==> src/rtl/core_exec_ctrl_if.sv <==
// Command port of the run-control sequencer: valid/ready handshake carrying
// RUN/HALT/STEP/LOAD opcodes plus the imem write address and data for LOAD.
interface core_exec_ctrl_if #(
    parameter int PC_W   = 4,
    parameter int INST_W = 8
);
    logic              cmd_valid;
    logic              cmd_ready;
    logic [1:0]        cmd_op;
    logic [PC_W-1:0]   cmd_addr;
    logic [INST_W-1:0] cmd_data;

    modport master (
        output cmd_valid, cmd_op, cmd_addr, cmd_data,
        input  cmd_ready
    );

    modport slave (
        input  cmd_valid, cmd_op, cmd_addr, cmd_data,
        output cmd_ready
    );
endinterface

==> src/rtl/core_exec_ctrl.sv <==
// Run-control sequencer for the 4-bit accumulator core: owns core_en, writes imem
// on LOAD and counts retired instructions. Optional PC breakpoint: CORE_EXEC_CTRL_BREAKPOINT_EN.
module core_exec_ctrl #(
    parameter int CNT_W  = 16,
    parameter int PC_W   = 4,
    parameter int INST_W = 8
) (
    input  logic              clk,
    input  logic              resetn,
    core_exec_ctrl_if.slave   cmd,
    input  logic [PC_W-1:0]   pc,
`ifdef CORE_EXEC_CTRL_BREAKPOINT_EN
    input  logic              bp_en,
    input  logic [PC_W-1:0]   bp_addr,
`endif
    output logic              core_en,
    output logic              imem_we,
    output logic [PC_W-1:0]   imem_waddr,
    output logic [INST_W-1:0] imem_wdata,
    output logic              halted,
    output logic [CNT_W-1:0]  instr_cnt,
    output logic              bp_hit
);

    typedef enum logic [1:0] {
        S_IDLE,
        S_RUN,
        S_STEP,
        S_LOAD
    } state_e;

    typedef enum logic [1:0] {
        OP_RUN  = 2'd0,
        OP_HALT = 2'd1,
        OP_STEP = 2'd2,
        OP_LOAD = 2'd3
    } op_e;

    state_e            state_q, state_d;
    logic [CNT_W-1:0]  cnt_q, cnt_d;
    logic [PC_W-1:0]   waddr_q, waddr_d;
    logic [INST_W-1:0] wdata_q, wdata_d;
    op_e               op;
    logic              cmd_fire;
    logic              bp_stop;

    assign op            = op_e'(cmd.cmd_op);
    assign cmd.cmd_ready = (state_q == S_IDLE) || (state_q == S_RUN);
    assign cmd_fire      = cmd.cmd_valid && cmd.cmd_ready;
    assign halted        = (state_q == S_IDLE);
    assign imem_waddr    = waddr_q;
    assign imem_wdata    = wdata_q;
    assign instr_cnt     = cnt_q;

`ifdef CORE_EXEC_CTRL_BREAKPOINT_EN
    logic first_q, first_d;
    logic bp_hit_q, bp_hit_d;

    // The first RUN cycle is exempt so a RUN issued while parked on the
    // breakpoint address executes that instruction instead of stopping again.
    assign first_d  = (state_q != S_RUN);
    assign bp_stop  = (state_q == S_RUN) && !first_q && bp_en && (pc == bp_addr);
    assign bp_hit_d = bp_stop;
    assign bp_hit   = bp_hit_q;

    always_ff @(posedge clk) begin
        if (!resetn) begin
            first_q  <= 1'b1;
            bp_hit_q <= 1'b0;
        end else begin
            first_q  <= first_d;
            bp_hit_q <= bp_hit_d;
        end
    end
`else
    // pc only feeds the breakpoint comparator; fold it into a sink here.
    logic unused_pc;
    assign unused_pc = ^pc;
    assign bp_stop   = 1'b0;
    assign bp_hit    = 1'b0;
`endif

    // NOTE: every output of this block gets a default first so no path can
    // leave one unassigned; that is what keeps latches from being inferred.
    always_comb begin
        state_d = state_q;
        waddr_d = waddr_q;
        wdata_d = wdata_q;
        core_en = 1'b0;
        imem_we = 1'b0;

        case (state_q)
            S_IDLE: begin
                if (cmd_fire) begin
                    case (op)
                        OP_RUN:  state_d = S_RUN;
                        OP_STEP: state_d = S_STEP;
                        OP_LOAD: begin
                            state_d = S_LOAD;
                            waddr_d = cmd.cmd_addr;
                            wdata_d = cmd.cmd_data;
                        end
                        default: ;
                    endcase
                end
            end
            S_RUN: begin
                // A breakpoint outranks a HALT arriving in the same cycle.
                if (bp_stop) begin
                    state_d = S_IDLE;
                end else begin
                    core_en = 1'b1;
                    if (cmd_fire && op == OP_HALT) state_d = S_IDLE;
                end
            end
            S_STEP: begin
                core_en = 1'b1;
                state_d = S_IDLE;
            end
            S_LOAD: begin
                imem_we = 1'b1;
                state_d = S_IDLE;
            end
            default: state_d = S_IDLE;
        endcase

        cnt_d = (core_en && cnt_q != '1) ? cnt_q + CNT_W'(1) : cnt_q;
    end

    // NOTE: state registers use non-blocking assignments so every flop samples
    // its _d value from before this edge, independent of statement order.
    always_ff @(posedge clk) begin
        if (!resetn) begin
            state_q <= S_IDLE;
            cnt_q   <= '0;
            waddr_q <= '0;
            wdata_q <= '0;
        end else begin
            state_q <= state_d;
            cnt_q   <= cnt_d;
            waddr_q <= waddr_d;
            wdata_q <= wdata_d;
        end
    end

endmodule

==> src/flat_wrapper.sv <==
// flat-port wrapper written by rule: the top's interface ports become plain ports
module core_exec_ctrl_flat 
#(
    parameter int CNT_W  = 16,
    parameter int PC_W   = 4,
    parameter int INST_W = 8
)
  (clk, resetn, pc, core_en, imem_we, imem_waddr, imem_wdata, halted, instr_cnt, bp_hit, cmd_cmd_valid, cmd_cmd_op, cmd_cmd_addr, cmd_cmd_data, cmd_cmd_ready);
  core_exec_ctrl_if #(.PC_W(PC_W), .INST_W(INST_W)) cmd_i ();
  input  logic clk;
  input  logic resetn;
  input  logic [PC_W-1:0] pc;
  output logic core_en;
  output logic imem_we;
  output logic [PC_W-1:0] imem_waddr;
  output logic [INST_W-1:0] imem_wdata;
  output logic halted;
  output logic [CNT_W-1:0] instr_cnt;
  output logic bp_hit;
  input wire logic [$bits(cmd_i.cmd_valid)-1:0] cmd_cmd_valid;
  input wire logic [$bits(cmd_i.cmd_op)-1:0] cmd_cmd_op;
  input wire logic [$bits(cmd_i.cmd_addr)-1:0] cmd_cmd_addr;
  input wire logic [$bits(cmd_i.cmd_data)-1:0] cmd_cmd_data;
  output wire logic [$bits(cmd_i.cmd_ready)-1:0] cmd_cmd_ready;
  assign cmd_i.cmd_valid = cmd_cmd_valid;
  assign cmd_i.cmd_op = cmd_cmd_op;
  assign cmd_i.cmd_addr = cmd_cmd_addr;
  assign cmd_i.cmd_data = cmd_cmd_data;
  assign cmd_cmd_ready = cmd_i.cmd_ready;
  core_exec_ctrl #(.CNT_W(CNT_W), .PC_W(PC_W), .INST_W(INST_W)) u_core (.clk(clk), .resetn(resetn), .cmd(cmd_i), .pc(pc), .core_en(core_en), .imem_we(imem_we), .imem_waddr(imem_waddr), .imem_wdata(imem_wdata), .halted(halted), .instr_cnt(instr_cnt), .bp_hit(bp_hit));
endmodule
==> config.mk <==
export PLATFORM = sky130hd
export DESIGN_NAME = core_exec_ctrl_flat
export DESIGN_NICKNAME = d
export VERILOG_FILES = /design/src/rtl/core_exec_ctrl_if.sv /design/src/rtl/core_exec_ctrl.sv /design/src/flat_wrapper.sv
export SDC_FILE = /design/constraint.sdc
export NUM_CORES = 1
export LEC_CHECK = 0
export CAP_MARGIN = 20
export CELL_PAD_IN_SITES_DETAIL_PLACEMENT = 1
export CELL_PAD_IN_SITES_GLOBAL_PLACEMENT = 1
export CORE_ASPECT_RATIO = 0.8
export CORE_UTILIZATION = 40
export DETAILED_ROUTE_END_ITERATION = 10
export DONT_BUFFER_PORTS = 1
export PLACE_DENSITY_LB_ADDON = 0.1
export SETUP_SLACK_MARGIN = 0.4
export SKIP_CTS_REPAIR_TIMING = 1
export SYNTH_ARGS = -nofsm -noshare
export SYNTH_HDL_FRONTEND = slang
export SYNTH_SLANG_ARGS = --single-unit
==> constraint.sdc <==
create_clock -name clk -period 5.2 [get_ports clk]
set_clock_uncertainty 0.15 [all_clocks]
set_input_delay 1.04 -clock clk [delete_from_list [all_inputs] [get_ports clk]]
set_output_delay 1.04 -clock clk [all_outputs]
set_load 0.01 [all_outputs]
==> run metrics <==
critical path startpoint=u_core.state_q[0]$_SDFFE_PN0P_; Die ar.=0.00384 sq mm; gr usage total=20.1%; Synth area leader=dfxtp_1; DRC viols=0; Reg-to-Reg End=u_core.instr_cnt[14]$_SDFFE_PN0P_; Clk Latency, worst-skew pair=0.27 ns; MaxCap Viol Count=0; R2R Path Start=u_core.state_q[0]$_SDFFE_PN0P_; H-tree depth reported by CTS=2; mapped cell area=0.00144 sq mm; simple-gate share of the synthesized area=31.7%; total number of vias=1280; post-route cell area=0.00154 sq mm; crit end category=output port; Mean Syn Cell Area=8.37 sq um; relative max-transition margin=54.3%; Hold Crit Start=u_core.imem_wdata[7]$_SDFFE_PN0P_; ANT nets after route=0; Adder-Cell Fraction of Synth Area=3.48%; crit-path max FO=5; post-synthesis cell type count=37; initial antenna violation count=0; Min-Delay Endpoint=u_core.imem_wdata[7]$_SDFFE_PN0P_; CP Cell Sequence=inv_1, ha_1, or2_2; vias in the first global route=1287; io pins=54; CP max stage delay=0.37 ns; final count of hold timing violations=0; Syn. warnings=0; post-synthesis register bit count=30; Power Density=301 mW/mm^2; Setup Viol. Count Final=0; Hold Crit Depth=2; GRT overflow=0; fin nets=198; core area=0.00342 sq mm; Port Buffers=0; area delta synth->final=7.13%; Initial Util=42.0%; Worst Setup Path Type=flop to output port; R2R depth=6; Pleak=0.519 nW; final WL=3.59 mm; Top delay family on crit path=flip-flops; Setup TNS=0 ns; Place WS=2.91 ns; combinational family with the most area after synthesis=simple AND/OR/NAND/NOR gates; drt wl/cell=16.7 microns; startpoint types=flop; Synth area leaders=dfxtp_1, nand2_1, a21oi_1; Worst Hold Class=flop to flop; CTS tree=done; Synth top area share=41.7%; unrepaired setup endpoints after global routing=false; DP HPWL=2.66 mm; outcome=finished, final reports clean; R2R setup slack=2.91 ns; root buf cell=clkbuf_8; CTS Buf Count=5; peak supply drop=0.159 mV; Worst Hold Margin=0.354 ns; clock sinks=30; crit path DAT=1.36 ns; FMAX=391 MHz; fin crit period=2.55 ns; placement row count=19; Compound-Gate Fraction of Synth Area=15.7%; sequential element share of the synthesized area=41.7%; clock-pin slew on the worst setup and hold paths=0.06 ns; total iterations of the first detailed-routing run=6; Max clock buf depth=2; first-pass GRT wire length=6.13 mm; n_diodes=0; gpl congestion=0.760; DRT iter0 DRCs=30; Final period util=49.1%; syn_nets=197; synthesized instance count=172; fillers=437; layout cells sized above 1=6.94%; Final WS setup=2.65 ns; Synth Area in XOR/XNOR=0.609%; Tightest Pin Transition=0.685 ns; crit path buf inv count=1; pin count of the biggest net entering global routing=23; die width=69.1 microns; final core utilization=45.0%; drt via density=5.95; CP max-delay cell=dfxtp_1; Worst EP required=4.01 ns; die height=55.6 microns; mux contribution to synthesized area=2.78%; Slew Viols, Final=0; cell area after placement=0.00147 sq mm
-- power breakdown --
group | internal (mW) | leakage [nW] | switching, mW | total (mW)
Combinational | 0.0155 | 0.238 | 0.0286 | 0.0441
Sequential | 0.237 | 0.243 | 0.0110 | 0.248
Clock | 0.0919 | 0.0383 | 0.0793 | 0.171
Total | 0.345 | 0.519 | 0.119 | 0.464
-- cells in the mapped netlist --
master,count
nand4_1,3
nor2b_1,1
nand3b_1,1
o311ai_0,1
or4_1,2
nand3_1,5
mux2i_1,4
or3_1,5
nand3_4,1
or4_4,1
or2_2,1
nor4_1,3
clkbuf_1,5
nor4_2,1
nand4_2,1
o21ai_0,7
inv_1,7
and4_1,3
nor3b_1,1
nand2_1,35
o41ai_4,1
nor2_1,7
o211a_1,1
ha_1,4
dfxtp_1,30
buf_4,1
nand4_4,1
o41ai_1,1
a21boi_0,1
o31ai_1,2
or2_0,1
a41oi_1,1
nand2b_1,4
nor3_1,6
a21oi_1,21
xor2_1,1
conb_1,1
-- final cells by class --
| cell class | count | area, sq um | area share, % |
|---|---|---|---|
| well taps | 42 | 52.6 | 3.41 |
| multi-input cells | 129 | 786 | 51.0 |
| flip-flops and latches | 30 | 601 | 39.0 |
| inverters | 7 | 26.3 | 1.70 |
| clock buffers | 7 | 76.3 | 4.95 |
-- worst min-delay path: cells and delay by family (launching register included) --
kind	cells	cell delay, ns
AOI/OAI and AO/OA	1	0.05
DFF	1	0.33
and+or+nand+nor	1	0.07
-- through the flow --
step / power [mW] / instances
CTS: 0.471 / 215
detailed placement: 0.298 / 208
floorplan: 0.288 / 172
global placement: 0.295 / 208
finish: 0.464 / 215
global route: 0.488 / 215
-- cells in the final DEF, fill, tap and decap left out, drive strengths merged --
| cell | netlist | final |
|---|---|---|
| nand3 | 6 | 6 |
| nor4 | 4 | 4 |
| or3 | 5 | 5 |
| dfxtp | 30 | 30 |
| o41ai | 2 | 2 |
| nor3b | 1 | 1 |
| or2 | 2 | 2 |
| a21boi | 1 | 1 |
| inv | 7 | 7 |
| nand4 | 5 | 5 |
| a21oi | 21 | 21 |
| conb | 1 | 1 |
| nand2b | 4 | 4 |
| o21ai | 7 | 7 |
| xor2 | 1 | 1 |
| clkbuf | 5 | 7 |
| a41oi | 1 | 1 |
| o31ai | 2 | 2 |
| ha | 4 | 4 |
| or4 | 3 | 3 |
| mux2i | 4 | 4 |
| nor3 | 6 | 6 |
| o211a | 1 | 1 |
| nand2 | 35 | 35 |
| nor2b | 1 | 1 |
| nor2 | 7 | 7 |
| o311ai | 1 | 1 |
| nand3b | 1 | 1 |
| and4 | 3 | 3 |
-- kinds of logic (layout without fill, tap and decap cells) --
group,after synthesis,after routing
AOI/OAI and AO/OA,36,36
xor gates and xnor gates,1,1
adders and majority gates,4,4
buffers and inverters,13,14
DFF,30,30
muxes,4,4
other,1,1
and+or+nand+nor,83,83
-- sequential cells by signal (all words and copies together), names as in the netlist --
register and cells:
u_core.instr_cnt 16, u_core.state_q 2, u_core.imem_waddr 4, u_core.imem_wdata 8
-- how the worst max path moves through the flow --
stage                                                    to  slack (ns)  cells past startpoint
after floorplan                               cmd_cmd_ready        3.04                      3
after global placement                        cmd_cmd_ready        2.99                      3
after detailed placement  u_core.instr_cnt[14]$_SDFFE_PN0P_        2.91                      6
after CTS                                     cmd_cmd_ready        2.63                      3
after global routing                          cmd_cmd_ready        2.60                      3
final                                         cmd_cmd_ready        2.65                      3
-- metal layers --
layer | routed length [microns] | track usage (%) | part of all wire [%]
met5 | 0 | 0 | 0
met4 | 36 | 6.12 | 1.0
met3 | 277 | 8.15 | 7.7
met2 | 1800 | 34.5 | 50
met1 | 1480 | 22.9 | 41
(Power assumes the default switching activity.)
